<file path="config.mk">
export PLATFORM = sky130hd
export DESIGN_NAME = fwts_phase_scheduler
export DESIGN_NICKNAME = d
export VERILOG_FILES = /design/src/rtl/fwts_pkg.sv /design/src/rtl/fwts_rr_pick.sv /design/src/rtl/fwts_phase_scheduler.sv
export SDC_FILE = /design/constraint.sdc
export NUM_CORES = 1
export LEC_CHECK = 0
export CELL_PAD_IN_SITES_DETAIL_PLACEMENT = 0
export CELL_PAD_IN_SITES_GLOBAL_PLACEMENT = 1
export CORE_UTILIZATION = 37
export CTS_CLUSTER_DIAMETER = 30
export DETAILED_ROUTE_END_ITERATION = 10
export PLACE_DENSITY = 0.88
export SETUP_SLACK_MARGIN = 0.5
export SLEW_MARGIN = 0
export SYNTH_ARGS = -nofsm -noshare
export SYNTH_HDL_FRONTEND = slang
export SYNTH_HIERARCHICAL = 1
export SYNTH_SLANG_ARGS = --single-unit
</file>
<file path="constraint.sdc">
create_clock -name clk -period 2.85 [get_ports clk]
set_input_delay 0.4275 -clock clk [delete_from_list [all_inputs] [get_ports clk]]
set_output_delay 0.4275 -clock clk [all_outputs]
set_load 0.01 [all_outputs]
</file>
<file path="src/rtl/fwts_pkg.sv">
// Shared types and constants for the four-way traffic signal phase scheduler.
package fwts_pkg;

  typedef enum logic [1:0] {
    ST_ALL_RED,
    ST_GREEN,
    ST_YELLOW
  } state_t;

  localparam logic [1:0] DIR_N = 2'd0;
  localparam logic [1:0] DIR_E = 2'd1;
  localparam logic [1:0] DIR_S = 2'd2;
  localparam logic [1:0] DIR_W = 2'd3;

  localparam logic [2:0] LAMP_RED = 3'b100;
  localparam logic [2:0] LAMP_YEL = 3'b010;
  localparam logic [2:0] LAMP_GRN = 3'b001;

  function automatic logic [3:0] dir_onehot(input logic [1:0] d);
    return 4'b0001 << d;
  endfunction

endpackage

</file>
<file path="src/rtl/fwts_rr_pick.sv">
// Combinational round-robin picker: first pending approach after `last`,
// wrapping around, with `last` itself considered only as the final choice.
module fwts_rr_pick
  import fwts_pkg::*;
(
  input  logic [3:0] pend,
  input  logic [1:0] last,
  output logic       valid,
  output logic [1:0] dir
);

  logic [1:0] idx;

  always_comb begin
    valid = 1'b0;
    dir   = last;
    idx   = DIR_N;
    for (int unsigned k = 1; k <= 4; k++) begin
      idx = last + 2'(k);
      if (!valid && pend[idx]) begin
        valid = 1'b1;
        dir   = idx;
      end
    end
  end

endmodule

</file>
<file path="src/rtl/fwts_phase_scheduler.sv">
// Demand-driven phase scheduler: latches approach requests and grants green
// round-robin, bounded by min/max green, yellow and all-red, with preemption.
module fwts_phase_scheduler
  import fwts_pkg::*;
#(
  parameter int unsigned MIN_GREEN = 5,
  parameter int unsigned MAX_GREEN = 20,
  parameter int unsigned YELLOW    = 3,
  parameter int unsigned ALL_RED   = 1,
  parameter int unsigned CNT_W     = 8
) (
  input  logic       clk,
  input  logic       rst,
  input  logic       tick,
  input  logic [3:0] req,
  input  logic       emg_valid,
  input  logic [1:0] emg_dir,
  output logic [2:0] north,
  output logic [2:0] east,
  output logic [2:0] south,
  output logic [2:0] west,
  output logic [1:0] active_dir,
  output logic       busy
);

  // Thresholds compared against timer+1 (ticks including the current one),
  // which avoids a constant ">= 0" compare when a duration is 1.
  localparam logic [CNT_W:0] L_MIN = (CNT_W+1)'(MIN_GREEN);
  localparam logic [CNT_W:0] L_MAX = (CNT_W+1)'(MAX_GREEN);
  localparam logic [CNT_W:0] L_YEL = (CNT_W+1)'(YELLOW);
  localparam logic [CNT_W:0] L_RED = (CNT_W+1)'(ALL_RED);

  state_t           state, state_n;
  logic [1:0]       cur, cur_n;
  logic [CNT_W-1:0] timer, timer_n;
  logic [3:0]       pend, pend_n;

  logic [3:0]       cur_oh;
  logic [CNT_W:0]   ticks_in;
  logic             emg_other, emg_hold, other;
  logic             pick_valid;
  logic [1:0]       pick_dir;
  logic [2:0]       lamp [4];

  fwts_rr_pick u_pick (
    .pend  (pend),
    .last  (cur),
    .valid (pick_valid),
    .dir   (pick_dir)
  );

  assign cur_oh    = dir_onehot(cur);
  assign ticks_in  = {1'b0, timer} + (CNT_W+1)'(1);
  assign emg_other = emg_valid && (emg_dir != cur);
  assign emg_hold  = emg_valid && (emg_dir == cur);
  assign other     = (|(pend & ~cur_oh)) || emg_other;

  always_ff @(posedge clk) begin
    if (rst) begin
      state <= ST_ALL_RED;
      cur   <= DIR_W;
      timer <= '0;
      pend  <= '0;
    end else begin
      state <= state_n;
      cur   <= cur_n;
      timer <= timer_n;
      pend  <= pend_n;
    end
  end

  always_comb begin
    state_n = state;
    cur_n   = cur;
    pend_n  = (pend | req) & ~((state == ST_GREEN) ? cur_oh : 4'b0000);
    if (tick) begin
      unique case (state)
        ST_ALL_RED: begin
          if (ticks_in >= L_RED) begin
            if (emg_valid) begin
              cur_n   = emg_dir;
              state_n = ST_GREEN;
            end else if (pick_valid) begin
              cur_n   = pick_dir;
              state_n = ST_GREEN;
            end
          end
        end
        ST_GREEN: begin
          if (emg_other)
            state_n = ST_YELLOW;
          else if (!emg_hold && other &&
                   ((ticks_in >= L_MIN && !req[cur]) || ticks_in >= L_MAX))
            state_n = ST_YELLOW;
        end
        ST_YELLOW: begin
          if (ticks_in == L_YEL)
            state_n = ST_ALL_RED;
        end
        default: state_n = ST_ALL_RED;
      endcase
    end
    if (state_n != state)
      timer_n = '0;
    else if (tick && timer != '1)
      timer_n = timer + 1'b1;
    else
      timer_n = timer;
  end

  always_comb begin
    for (int unsigned i = 0; i < 4; i++)
      lamp[i] = LAMP_RED;
    if (state == ST_GREEN)
      lamp[cur] = LAMP_GRN;
    else if (state == ST_YELLOW)
      lamp[cur] = LAMP_YEL;
  end

  assign north      = lamp[DIR_N];
  assign east       = lamp[DIR_E];
  assign south      = lamp[DIR_S];
  assign west       = lamp[DIR_W];
  assign active_dir = cur;
  assign busy       = (state != ST_ALL_RED);

endmodule

</file>
==> results.md, run 1 <==
* Critical Path AT at 2.52 ns
* Total vias in the final route at ~1,200
* Flip-flop and latch count after synthesis at 16
* Fin nets at about 190
* Count of clock tree sinks at 16
* Max capacitance violation total at 0
* Most frequent cells after synthesis: nor2_1, dfxtp_1, nor3_1
* Number of cells produced by synthesis at about 150
* Worst Path Required at around 3.1 ns
* CP max stage delay at roughly 0.40 ns
* Detail Placement HPWL at between 2000 and 2500 um
* Wire length of the first global-routing pass at 5390 um
* Unrepaired setup endpoints after global routing: yes
* TritonCTS clock tree: done
* Number of nets produced by synthesis at approximately 170
* Library cell used as clock root buffer: clkbuf_4
* Most numerous cell in the Yosys netlist: nor2_1
* Height of the die at 59.4 um
* Area delta synth->final at 30.3%
* Maximum fanout count along the critical path at 8
* Final number of setup-violating endpoints at 0
* Slowest stage cell, crit path: dfxtp_4
* Antenna Nets Post-Route at 0
* Iteration count of the initial detailed-routing pass at 4
* Routed wire length at 3210 um
* Residual DRC count at 0
* Routed via count divided by cell count at between 5 and 6
* Placeable Area at between 3000 and 4000 um2
* Total Power at ~660 uW
* Count of pins over their slew limit at 0
* Buffers from clock root to sink, at most at 2
* Initial core utilization at 0.393
* Startpoint-to-endpoint class of the critical path: flip-flop to flip-flop
* Sequential-to-total area share from yosys stat at 0.263
* Area of combinational cells with multiple inputs at ~860 um2
* Cell-by-cell trace of the critical path: clkinvlp_4, ha_4, or3b_4, nand2_1, nand3_1, a221oi_4, a211oi_4, a2111oi_4
* Initial drt markers at 33
* Area contributors post-synth: dfxtp_1, nor2_1, nor3_1
* N_diodes at 0
* Area taken by flip-flops and latches at between 300 and 400 um2
* Run status: finished clean
* Number of antenna violations at the first check in global routing at 0
* Lkg Pwr at roughly 0.56 nW
* Area share of the largest cell type after synthesis at 0.263
* Post-Syn Area at approximately 1200 um2
* All-layer global routing usage at 0.203
* Avg Synthesized Cell Area at slightly below 8 um2
* Highest clock frequency the design can meet at 433 MHz
* Filler cell count at ~310
* Dominant cell type by area after synthesis: dfxtp_1
* Largest vdd supply drop at 0.000232 V
* Routed wire per std cell at 14.4 um
* Ratio of final minimum period to clock period at 0.811
* Hold Violations, Final at 0
* Die boundary width at approximately 60 um
* Deepest level of the CTS H-tree at 1
* Setup TNS Final at 0 ns
* Crit path launch type: flip-flop
* CTS buffer count at 3
* Share of flip-flops with an asynchronous set or reset at 0
* Number of warnings reported in the yosys synthesis log at 6
* Total Die Area at around 3500 um2
* Netlist cell types at 42
* Transition at the pin with the smallest max-transition slack at around 0.63 ns
* I/O pins at 25
* Hold Crit Class: flip-flop to flip-flop
* Power per unit of standard cell area at 413 nW/um2
* Layout cells sized above 1 at 0.162
* Number of buffers inserted for hold repair after clock tree synthesis at 0
* Fin crit period at 2.31 ns
* Port Buffer Count at 24
* Clock network latency to the later pin of the worst-skew pair at roughly 0.30 ns
* Final weighted congestion in routability-driven placement at between 0.8 and 0.9
* Pin count of the biggest net entering global routing at 20
* Worst max-slew margin expressed relative to the limit at 0.576
* Synth Flop Type: dfxtp_1
* Placement Rows at 20
* Overall overflow remaining after global route at 0
* Vias in the first global route at between 1,000 and 1,500
* Clock slew seen by the registers of the worst setup and hold paths at about 0.11 ns
* Setup clock skew after layout at ~0.0022 ns
* Type of destination of the critical path: flip-flop
* Post-synth EDFFs at 0
-- report_power, final --
group	total (mW)	leakage (nW)	internal (mW)	switching [mW]
combinational	0.220	0.404	0.109	0.112
sequential	0.275	0.132	0.241	0.0344
clock	0.161	0.0210	0.0780	0.0827
-- kinds of logic (layout without fill, tap and decap cells) --
logic type               Yosys count  in the layout  synth area share
multiplexers                       6              6            0.0595
AO/OA/AOI/OAI                     28             28             0.207
buffers and inverters             18             43            0.0677
flip-flops                        16             16             0.263
XOR/XNOR                          11             11            0.0790
AND/OR/NAND/NOR                   72             72             0.293
adder cells (fa/ha/maj)            3              3            0.0308
-- sequential cells by signal (all words and copies together), names as in the netlist --
register,cells
timer,8
state,2
pend,4
active_dir,2
-- worst max-delay path: cells and delay by family (launching register included) --
family	cells	cell delay, ns
buf+inv	1	0.14
compound gates	3	0.81
fa+ha+maj	1	0.26
flops	1	0.40
simple gates	3	0.60
-- layout by cell type (no fill, tap or decap), types with 2 or more instances in the layout --
master and instances:
mux2i_1 5, xnor2_1 6, dfxtp_4 2, nand2_1 11, and2_1 2, nand2b_1 3, o211ai_1 2, clkdlybuf4s50_1 24
nor3_1 14, inv_1 11, dfxtp_2 2, a21oi_1 5, nand4_1 2, a31oi_1 2, nor4b_1 2, o21ai_0 5
nor4_1 3, o22ai_1 3, a2111oi_4 2, nor2_1 21, xor2_1 5, buf_4 3, dfxtp_1 12, nor2_2 2
nand3_1 4, clkbuf_4 3
-- stage by stage --
step	setup WS, ns	instances	cell area, um2	hold WS [ns]	util
2_1_floorplan	0.573	154	1220	0.471	-
3_3_place_gp	0.482	217	1490	0.491	0.479
3_5_place_dp	0.344	217	1490	0.511	0.479
4_1_cts	0.450	221	1540	0.529	0.496
5_1_grt	0.425	223	1590	0.565	0.512
6_report	0.539	223	1590	0.529	0.512
-- metal layers --
layer	global-route usage	vias to the layer above	wire length, um
met4	0.0782	0	42
li1	-	594	-
met2	0.350	33	1520
met5	0	-	0
met1	0.255	551	1530
met3	0.0262	5	116
-- timing repair --
action | in CTS | in global routing
pin swaps | 0 | 2
endpoints found under the hold margin | 0 | 0
setup buffers | 0 | 2
gates resized for setup | 5 | 9
setup endpoints to repair | 15 | 14
-- final timing paths --
check,depth (start not counted),end,start,slack (ns)
min reg2reg,2,state[0],state[0],0.53
min,2,state[0],state[0],0.53
max,8,timer[6],timer[0],0.54
max reg2reg,8,timer[6],timer[0],0.54
-- final cells by class --
cell class,count,area share
clock buffers,4,0.0228
inverters,12,0.0307
flip-flops and latches,16,0.208
repair buffers,27,0.165
well taps,44,0.0346
multi-input cells,120,0.539
No activity file was read; power rests on OpenSTA's default activity.
==> run 2, diff against run 1 <==
CORE_UTILIZATION = 33   (was 37)
PLACE_DENSITY = 0.83   (was 0.88)
clock period = 2.1 ns   (was 2.85 ns; I/O delays follow)
==> results.md, run 2 (synthesis results as in run 1) <==
* Run status: finished clean (unchanged)
* Unrepaired setup endpoints after global routing: yes (unchanged)
* Count of pins over their slew limit at 0 (unchanged)
* Residual DRC count at 0 (unchanged)
* Area taken by flip-flops and latches at 337 um2 (was 330 um2)
* Height of the die at 62.8 um (was 59.4 um)
* Buffers from clock root to sink, at most at 2 (unchanged)
* Maximum fanout count along the critical path at 3 (was 8)
* Inst Count DP at 233 (was 217)
* Commonest non-fill, non-tap cell in the layout: buf_4 (was clkdlybuf4s50_1)
* Reg-to-reg startpoint: timer[0] (unchanged)
* Number of antenna violations at the first check in global routing at 0 (unchanged)
* Max FFs per register at 8 (unchanged)
* Largest vdd supply drop at 0.000272 V (was 0.000232 V)
* Worst hold slack at 0.505 ns (was 0.529 ns)
* Initial drt markers at 42 (was 33)
* Top register by number of flip-flops: timer (unchanged)
* Final weighted congestion in routability-driven placement at 0.774 (was 0.846)
* Crit path launch type: flip-flop (unchanged)
* Iteration count of the initial detailed-routing pass at 4 (unchanged)
* I/O pins at 25 (unchanged)
* Initial core utilization at 0.354 (was 0.393)
* Hold path startpoint: state[0] (unchanged)
* Routed wire length at 3610 um (was 3210 um)
* Core utilization of the finished layout at 0.557 (was 0.512)
* Library cell used as clock root buffer: clkbuf_8 (was clkbuf_4)
* Filler cell count at 340 (was 305)
* Setup crit start: timer[0] (unchanged)
* Worst Path Required at 2.25 ns (was 3.06 ns)
* Critical Path AT at 2.18 ns (was 2.52 ns)
* Detail Placement HPWL at 2570 um (was 2350 um)
* Transition at the pin with the smallest max-transition slack at 0.435 ns (was 0.632 ns)
* Count of non-filler cells in the finished layout at 250 (was 223)
* Area of combinational cells with multiple inputs at 997 um2 (was 856 um2)
* Fin nets at 218 (was 193)
* Power per unit of standard cell area at 546 nW/um2 (was 413 nW/um2)
* Pin count of the biggest net entering global routing at 10 (was 20)
* Ratio of final minimum period to clock period at 0.967 (was 0.811)
* Routed via count divided by cell count at 5.25 (was 5.30)
* Final number of setup-violating endpoints at 0 (unchanged)
* Highest clock frequency the design can meet at 492 MHz (was 433 MHz)
* Setup clock skew after layout at 0.00268 ns (was 0.00224 ns)
* Count of clock tree sinks at 16 (unchanged)
* Hold Violations, Final at 0 (unchanged)
* Clock slew seen by the registers of the worst setup and hold paths at 0.06 ns (was 0.11 ns)
* N_diodes at 0 (unchanged)
* Lkg Pwr at 0.763 nW (was 0.557 nW)
* Total Die Area at 3940 um2 (was 3530 um2)
* Antenna Nets Post-Route at 0 (unchanged)
* Worst max-slew margin expressed relative to the limit at 0.707 (was 0.576)
* All-layer global routing usage at 0.187 (was 0.203)
* Clock network latency to the later pin of the worst-skew pair at 0.25 ns (was 0.30 ns)
* Most used cells in the layout excluding fill and tap cells: buf_4, nor2_1, nor3_1 (was clkdlybuf4s50_1, nor2_1, nor3_1)
* Placement Rows at 21 (was 20)
* Type of destination of the critical path: flip-flop (unchanged)
* Overall overflow remaining after global route at 0 (unchanged)
* Wire length of the first global-routing pass at 5840 um (was 5390 um)
* Routed wire per std cell at 14.4 um (about the same)
* Setup TNS Final at 0 ns (unchanged)
* TritonCTS clock tree: done (unchanged)
* Port Buffer Count at 24 (unchanged)
* Layout cells sized above 1 at 0.436 (was 0.162)
* Deepest level of the CTS H-tree at 1 (unchanged)
* Vias in the first global route at 1,355 (was 1,173)
* Die boundary width at 62.8 um (was 59.4 um)
* Fin crit period at 2.03 ns (was 2.31 ns)
* Placeable Area at 3440 um2 (was 3100 um2)
* Largest registers ranked by flip-flop count: timer (8), pend (4) (unchanged)
* Startpoint-to-endpoint class of the critical path: flip-flop to flip-flop (unchanged)
* CTS buffer count at 3 (unchanged)
* Hold Crit Class: flip-flop to flip-flop (unchanged)
* Total vias in the final route at 1,313 (was 1,183)
* Area delta synth->final at 57.0% (was 30.3%)
* Max capacitance violation total at 0 (unchanged)
run 2: layout make-up:
type                    instances  area share
multi-input cells             120       0.521
repair buffers                 52       0.220
flip-flops and latches         16       0.176
well taps                      46      0.0300
clock buffers                   4      0.0287
inverters                      12      0.0248
run 2: critical path, stage by stage, from the launching register on:
cell      delay (ns)
dfxtp_4         0.38
inv_4           0.04
ha_4            0.20
or3b_4          0.38
nand2_2         0.08
nand3_2         0.09
a221oi_4        0.32
buf_4           0.17
o21ai_2         0.05
a32o_1          0.21
run 2: path summary, 6_finish.rpt:
path                                  to  slack (ns)  depth (start not counted)
worst max-delay path            state[1]        0.07                          9
worst min-delay path            state[0]        0.51                          2
worst max register to register  state[1]        0.07                          9
worst min register to register  state[0]        0.51                          2
run 2: report_power, final:
group          switching (mW)  internal, mW  total, mW  leakage, nW
logic                   0.212         0.197      0.410        0.601
clock network           0.111         0.166      0.277       0.0288
registers              0.0325         0.327      0.360        0.133
total                   0.355         0.691       1.05        0.763
run 2: what timing repair did:
item / in CTS / in global routing
hold endpoints to repair: 0 / 0
pin swaps: 10 / 6
setup endpoints to repair: 27 / 24
buffers inserted: 12 / 1
resized for setup: 51 / 33
hold buffers: 0 / 0
run 2: metal layers:
layer / part of all wire / vias up / GRT usage
li1: - / 648 / -
met1: 0.40 / 628 / 0.193
met2: 0.56 / 33 / 0.375
met3: 0.033 / 4 / 0.0292
met4: 0.0094 / 0 / 0.0552
met5: 0 / - / 0
run 2: per-stage QoR:
stage	instance area [um2]	power [mW]	setup WS, ns
2_1_floorplan	1270	0.546	0.119
3_3_place_gp	1630	0.677	0.0170
3_5_place_dp	1630	0.687	-0.0571
4_1_cts	1880	1.04	0.0492
5_1_grt	1920	1.11	-0.00995
6_report	1920	1.05	0.0693
==> run 3, diff against run 2 <==
HOLD_SLACK_MARGIN = 0.1   (was not set)
==> results of run 3 <==
The final DEF is identical to that of run 2; final timing and power are the same.
